[src/rtl/inst_fetch_stage.sv]
// MIPS PC generation and instruction-fetch stage: issues 1-cycle-latency SRAM
// reads, buffers one word across decode stalls, and honours the branch delay slot.
module inst_fetch_stage #(
  parameter logic [31:0] RESET_PC = 32'hBFC00000,
  parameter int          SRAM_LAT = 1
) (
  input  logic        clk,
  input  logic        resetn,
  input  logic        id_allowin,
  input  logic [1:0]  pc_src,
  input  logic        j_src,
  input  logic [31:0] jr_target,
  input  logic [15:0] br_imm,
  input  logic [25:0] j_index,
  output logic        inst_sram_en,
  output logic [31:0] inst_sram_addr,
  input  logic [31:0] inst_sram_rdata,
  output logic        if_valid,
  output logic [31:0] if_pc,
  output logic [31:0] if_inst
);

  if (SRAM_LAT != 1) begin : g_lat_check
    $error("inst_fetch_stage supports only SRAM_LAT == 1");
  end

  logic        req_pending;
  logic [31:0] req_pc;
  logic        buf_valid;
  logic [31:0] buf_inst;
  logic [31:0] seq_pc;

  logic        advance;
  logic        redirect;
  logic [31:0] pc_plus4;
  logic [31:0] br_target;
  logic [31:0] j_target;
  logic [31:0] redirect_pc;
  logic [31:0] fetch_addr;

  // Low two bits of the register target are dropped to keep fetches word aligned.
  logic unused_jr_bits;
  assign unused_jr_bits = ^jr_target[1:0];

  assign advance   = ~if_valid | id_allowin;
  assign redirect  = if_valid & id_allowin & (pc_src != 2'b00);
  assign pc_plus4  = if_pc + 32'd4;
  assign br_target = pc_plus4 + {{14{br_imm[15]}}, br_imm, 2'b00};
  assign j_target  = {pc_plus4[31:28], j_index, 2'b00};

  // NOTE: every variable written in always_comb gets a default first, so no latch is inferred.
  always_comb begin
    redirect_pc = br_target;
    if (pc_src[0]) begin
      redirect_pc = j_src ? {jr_target[31:2], 2'b00} : j_target;
    end
  end

  assign fetch_addr     = redirect ? redirect_pc : seq_pc;
  assign inst_sram_en   = resetn & advance;
  assign inst_sram_addr = fetch_addr;

  // NOTE: state registers use non-blocking assignments so every flop samples pre-edge values.
  always_ff @(posedge clk or negedge resetn) begin
    if (!resetn) begin
      if_valid    <= 1'b0;
      if_pc       <= RESET_PC;
      if_inst     <= 32'd0;
      req_pending <= 1'b0;
      req_pc      <= RESET_PC;
      buf_valid   <= 1'b0;
      buf_inst    <= 32'd0;
      seq_pc      <= RESET_PC;
    end else if (advance) begin
      req_pending <= 1'b1;
      req_pc      <= fetch_addr;
      seq_pc      <= fetch_addr + 32'd4;
      if (buf_valid) begin
        if_inst   <= buf_inst;
        if_pc     <= req_pc;
        if_valid  <= 1'b1;
        buf_valid <= 1'b0;
      end else if (req_pending) begin
        if_inst  <= inst_sram_rdata;
        if_pc    <= req_pc;
        if_valid <= 1'b1;
      end else begin
        if_valid <= 1'b0;
      end
    end else begin
      // Stalled: the in-flight word is parked in the skid buffer, so nothing stays pending.
      req_pending <= 1'b0;
      if (req_pending && !buf_valid) begin
        buf_inst  <= inst_sram_rdata;
        buf_valid <= 1'b1;
      end
    end
  end

endmodule

[config.mk]
export PLATFORM = sky130hd
export DESIGN_NAME = inst_fetch_stage
export DESIGN_NICKNAME = d
export VERILOG_FILES = /design/src/rtl/inst_fetch_stage.sv
export SDC_FILE = /design/constraint.sdc
export NUM_CORES = 1
export LEC_CHECK = 0
export ABC_CLOCK_PERIOD_IN_PS = 5900
export BUFFER_PORTS_ARGS = -buffer_cell sky130_fd_sc_hd__buf_4
export CAP_MARGIN = 0
export CORE_ASPECT_RATIO = 0.75
export CORE_MARGIN = 5
export CORE_UTILIZATION = 56
export DETAILED_ROUTE_END_ITERATION = 12
export GPL_ROUTABILITY_DRIVEN = 0
export PLACE_DENSITY = 0.93
export SYNTH_ARGS = -nofsm -noshare
export SYNTH_HDL_FRONTEND = slang
export SYNTH_SLANG_ARGS = --single-unit
[constraint.sdc]
create_clock -name clk -period 5.9 [get_ports clk]
set_input_delay 1.18 -clock clk [delete_from_list [all_inputs] [get_ports clk]]
set_output_delay 1.18 -clock clk [all_outputs]
set_load 0.03 [all_outputs]
==> out/qor.txt, run 1 <==
run status: complete, no violations
DRC viols: 0
GRT met1 Usage: 39.26%
CTS sink count: 161
clock buffer count from CTS: 17
ranking of synthesized cells by area: dfrtp_1 (32%), mux2_2 (8.4%), dfstp_2 (6.8%), mux2i_1 (5.1%), nand2_1 (5.0%)
multiplexer share of the synthesized area: 13.44%
power share of the clock group: 16.9%
Internal Pwr Total: 3.350 mW
Top-Level Pins: 210
min Tclk post-route: 5.742 ns
via count: 10264
Synthesized Nets: 1282
drt via density: 6.525
peak supply drop: 0.0004067 V
1st-iter DRT viols: 1270
CTS tree: done
Ant. Diodes: 0
static leakage: 5.767 nW
overall power: 6.264 mW
FP Rows: 43
Antenna Nets Post-Route: 0
clk_lat worst skew: 0.42 ns
DR WL/cell: 21.44 µm
largest net degree at the start of global routing: 92
Worst-path clk slew: 0.07 ns
EDFF count, synth: 0
syn_area_per_cell: 9.215 µm²
most frequent cell after synthesis: nand2_1
Setup Skew: 0.009577 ns
Tcrit/Tclk final: 97.33%
post-synthesis xor/xnor area fraction: 4.009%
Final Setup Violations: 0
Max Clock Freq: 174.1 MHz
Startpoint Class: flip-flop
Most Used Layer, Global Route: met2
Final Hold Fails: 0
clk root buf: clkbuf_16
drt total wl: 33.72 mm
Yosys warning count: 0
GR Util met3: 11.52%
number of global-route vias before repair: 10118
compound-gate portion of the synthesized area: 17.92%
kind of critical path: reg2out
sequential-to-total area share from yosys stat: 38.74%
Req. time, crit path: 4.72 ns
switching pwr: 2.914 mW
post-synthesis adder-cell area fraction: 3.890%
Setup TNS Final: 0 ns
Post-DP HPWL: 23.77 mm
cell count after synthesis: 1138
Yosys reg bits: 161
Core Area: 18450 µm²
Comb pwr share: 53.0%
Overall Global Routing Usage: 30.75%
share of layout cells above drive strength 1: 30.17%
initial antenna violation count: 0
Mapped Area: 10490 µm²
area leader, netlist: dfrtp_1
Synth-to-Final Area Change: 22.63%
final max-slew violation count: 0
Critical Path End Type: output pin
Die Wd: 168.0 µm
Nets: 1458
Sw Share: 46.52%
die span in y: 128.5 µm
FFs w/ async S/R, synth: 100.0%
top_reg_cell synth: dfrtp_1
CTS max path bufs: 2
most common library cells after synthesis: nand2_1 (139), dfrtp_1 (134), o21ai_0 (81)
GRT met2 Usage: 47.33%
Hold Path Class: reg2reg
GRT overflow: 0
main combinational cell family by area after synthesis: simple AND/OR/NAND/NOR gates
max cap viols: 0
critical path arrival: 4.56 ns
I/O Buffers: 207
Simple-Gate Fraction of Synth Area: 18.47%
Seq pwr share: 30.2%
Least-Margin Pin Slew: 1.160 ns
first-pass GRT wire length: 53.32 mm
H-tree Lvls: 4
die area: 21590 µm²
Starting Density: 56.82%
drt pass-1 iters: 9
max_slew headroom: 22.34%
share of the synthesized area in the top cell type: 31.98%
Critical Path Fanout Max: 9
Synth cell types: 84
P per Cell Area: 487.1 nW/µm²
## layout make-up
class                           instances  area (µm²)
Clock buffer                           19       442.9
Clock inverter                         12       117.6
Fill cell                            1258        5594
Inverter                               32       120.1
Multi-Input combinational cell        883        6146
Sequential cell                       161        4064
Tap cell                              247       309.0
Timing Repair Buffer                  219        1660
## cell families (layout without fill, tap and decap cells)
family / after synthesis / after routing
xor+xnor: 48 / 48
fa+ha+maj: 32 / 32
simple gates: 391 / 391
buf+inv: 94 / 282
flops: 161 / 161
compound gates: 281 / 281
mux: 131 / 131
## critical path, stage by stage (launching register included)
cell and delay, ns:
dfrtp_1 0.53, and3_1 0.24, and4_1 0.37, nand2_1 0.11, xnor2_1 0.24, ha_1 0.38
a21oi_1 0.27, o21ai_0 0.19, a22o_1 0.30, or3_1 0.48, a311oi_4 0.41, and2_1 0.21
a21o_1 0.21, buf_4 0.21
## routing by layer
| layer | wire, µm | vias up |
|---|---|---|
| li1 | - | 4531 |
| met1 | 12400 | 4874 |
| met2 | 15010 | 719 |
| met3 | 4787 | 140 |
| met4 | 1517 | 0 |
| met5 | 0 | - |
## metrics by stage
stage	setup slack, ns	cell area, µm²	hold WS, ns	util (%)	cells
3_5_place_dp	0.3881	12230	0.4539	66.28	1542
3_3_place_gp	0.5975	12230	0.4483	66.28	1542
6_report	0.1577	12860	0.4648	69.69	1573
2_1_floorplan	0.6441	10490	0.4348	-	1138
4_1_cts	0.06876	12800	0.4687	69.35	1573
5_1_grt	-0.001107	12860	0.4994	69.69	1573
## cells in the final DEF (no fill, tap or decap), types with 8 or more instances in the layout
| cell | netlist | final |
|---|---|---|
| xnor2_1 | 35 | 33 |
| nor3_1 | 22 | 22 |
| dfrtp_1 | 134 | 133 |
| nand4_1 | 19 | 19 |
| buf_4 | 0 | 217 |
| mux2_2 | 78 | 78 |
| nor2b_1 | 9 | 8 |
| o31ai_1 | 13 | 13 |
| nor4_1 | 10 | 10 |
| nor2_1 | 75 | 75 |
| dfstp_2 | 27 | 27 |
| nand3_1 | 36 | 36 |
| a21o_1 | 19 | 19 |
| mux2i_1 | 53 | 53 |
| a211o_1 | 8 | 8 |
| o211ai_1 | 8 | 8 |
| and2_1 | 9 | 9 |
| inv_1 | 30 | 30 |
| o21ai_0 | 81 | 81 |
| and3_1 | 19 | 19 |
| xor2_1 | 13 | 13 |
| a31oi_1 | 12 | 12 |
| and4_1 | 10 | 10 |
| ha_1 | 31 | 27 |
| clkbuf_16 | 0 | 17 |
| a211oi_1 | 8 | 8 |
| a21oi_1 | 57 | 55 |
| nand2_1 | 139 | 139 |
## power by group through the flow
stage          Sequential, mW  Clock (mW)  Combinational [mW]
3_5_place_dp             1.87           0                3.14
6_report                 1.89        1.06                3.32
4_1_cts                  1.87        1.06                3.19
3_3_place_gp             1.85           0                3.03
5_1_grt                  1.93        1.11                3.53
2_1_floorplan            2.06           0                1.88
## final timing paths
path                       startpoint  cells past startpoint                  to  slack [ns]
hold reg to reg            req_pc[16]                      2          req_pc[16]        0.46
setup / recovery             if_pc[4]                     13  inst_sram_addr[20]        0.16
setup reg to reg             if_pc[4]                     15          seq_pc[29]        0.77
max in group asynchronous      resetn                      2           buf_valid        3.61
hold / removal             req_pc[16]                      2          req_pc[16]        0.46
min in group asynchronous      resetn                      1           if_pc[30]        0.83
## registers in the layout, summed over array words and instances (netlist names)
register,count
seq_pc,30
buf_valid,1
buf_inst,32
if_pc,32
req_pending,1
req_pc,32
if_inst,32
if_valid,1
## what timing repair did
| item | CTS | global route |
|---|---|---|
| resized for setup | 1 | 13 |
| buffers inserted | 0 | 0 |
| pin swaps | 0 | 1 |
| setup endpoints to repair | 1 | 4 |
| hold buffers | 0 | 0 |
(Power assumes the default switching activity.)
==> run 2: changes to the inputs <==
CORE_UTILIZATION = 40   (was 56)
PLACE_DENSITY = not set   (was 0.93)
PLACE_DENSITY_LB_ADDON = 0.15   (was not set)
REMOVE_ABC_BUFFERS = 1   (was not set)
==> out/qor.txt, run 2 (synthesis gave the netlist of run 1 again) <==
Worst-path clk slew: 0.07 ns
DRC viols: 0
Final Setup Violations: 0
largest net degree at the start of global routing: 80
CTS sink count: 161
delay-heaviest family, CP: compound AO/OA/AOI/OAI gates
Final Non-Filler Cells: 1684
Core Util, Final: 50.57%
FP Rows: 51
drt via density: 5.583
first-pass GRT wire length: 52.19 mm
number of global-route vias before repair: 9101
clk root buf: clkbuf_16
initial antenna violation count: 0
drt pass-1 iters: 7
critical-path cell list: ha_1 > and4_1 > and2_2 > nand3_1 > xnor2_1 > ha_1 > a21oi_1 > a311oi_2 > o221ai_1 > a31o_1 > a21oi_1 > a21o_1 > a21oi_1 > xnor2_1 > o221ai_2 > buf_4
via count: 9401
die span in y: 150.2 µm
Critical Path Fanout Max: 9
cell count after placement: 1652
I/O Buffers: 207
Most common cell on crit path: a21oi_1
GR Util met3: 6.286%
Least-Margin Pin Slew: 0.9911 ns
clock buffer count from CTS: 17
GRT overflow: 0
Die Wd: 197.0 µm
GRT met2 Usage: 33.86%
Hold Path Class: reg2reg
DR WL/cell: 19.82 µm
run status: complete, no violations
Core Area: 25910 µm²
H-tree Lvls: 4
crit path launch: if_pc[3]
Ant. Diodes: 0
CTS tree: done
max cap viols: 0
worst hold margin: 0.4670 ns
most common cell after layout, fill and taps aside: buf_4
max_slew headroom: 33.93%
hold_sp: req_pc[6]
reg2reg start: if_pc[7]
Top-Level Pins: 210
Tcrit/Tclk final: 96.82%
placed instance area: 12450 µm²
kind of critical path: reg2out
Fill cells: 2504
GRT met1 Usage: 32.22%
final instance area: 13100 µm²
Critical Path End Type: output pin
1st-iter DRT viols: 667
WP buf/inv: 1
peak supply drop: 0.0002630 V
Synth-to-Final Area Change: 24.94%
min Tclk post-route: 5.712 ns
critical path arrival: 4.53 ns
unrepaired setup endpoints after global routing: false
Starting Density: 40.48%
Req. time, crit path: 4.72 ns
drt total wl: 33.38 mm
Final Hold Fails: 0
Max stage delay on crit path: 0.46 ns
clk_lat worst skew: 0.45 ns
Startpoint Class: flip-flop
P per Cell Area: 475.2 nW/µm²
Antenna Nets Post-Route: 0
Max Clock Freq: 175.1 MHz
Nets: 1471
final max-slew violation count: 0
CTS max path bufs: 2
Overall Global Routing Usage: 22.53%
Most Used Layer, Global Route: met2
Setup Skew: 0.01938 ns
die area: 29590 µm²
static leakage: 5.848 nW
share of layout cells above drive strength 1: 30.67%
overall power: 6.225 mW
Post-DP HPWL: 24.48 mm
commonest non-fill, non-tap cells in the layout: buf_4 (230), nand2_1 (139), dfrtp_1 (133), o21ai_0 (80), mux2_2 (78)
CP max-delay cell: a311oi_2
-- run 2: report_power, final --
group          switching, mW  internal (mW)
clock                  0.527          0.651
combinational           1.95           1.27
sequential             0.307           1.52
-- run 2: timing repair --
item | CTS | global route
setup endpoints to repair | 2 | 3
buffers inserted | 0 | 0
gates cloned | 0 | 0
gates resized for setup | 3 | 9
pin swaps | 0 | 0
hold buffers | 0 | 0
-- run 2: path summary, 6_finish.rpt --
check,to,slack [ns],cells past startpoint
hold / removal,req_pc[6],0.47,2
hold reg to reg,req_pc[6],0.47,2
setup reg to reg,seq_pc[27],0.96,13
max in group asynchronous,buf_valid,3.87,2
min in group asynchronous,seq_pc[5],0.65,1
setup / recovery,inst_sram_addr[31],0.19,16
-- run 2: through the flow --
stage               setup slack (ns)  setup TNS, ns
floorplan                     -1.401        -134.27
global placement              0.4662              0
detailed placement            0.4739              0
CTS                          0.09622              0
global route                 0.01046              0
finish                        0.1875              0
-- run 2: layout make-up --
type	count	area, µm²	area share [%]
clock inverters	14	167.7	1.280
clock buffers	18	439.2	3.352
inverters	32	120.1	0.9168
multi-input cells	883	6122	46.73
repair buffers	232	1758	13.42
well taps	344	430.4	3.285
flip-flops and latches	161	4064	31.02
-- run 2: routing by layer --
layer,vias to the layer above,share of wire [%]
li1,4543,-
met1,4531,47
met2,293,44
met3,34,7.4
met4,0,1.7
met5,-,0
-- run 2: worst register-to-register path: stages (launching register included) --
cell and delay, ns:
dfrtp_1 0.47, and4_1 0.29, nand4_1 0.30, xnor2_1 0.23, ha_1 0.45, nand3_1 0.19
o221ai_1 0.36, nor3_1 0.10, o31ai_1 0.53, o21ai_0 0.40, nor4_2 0.41, nand3_1 0.35
or3_1 0.47, a221o_1 0.34
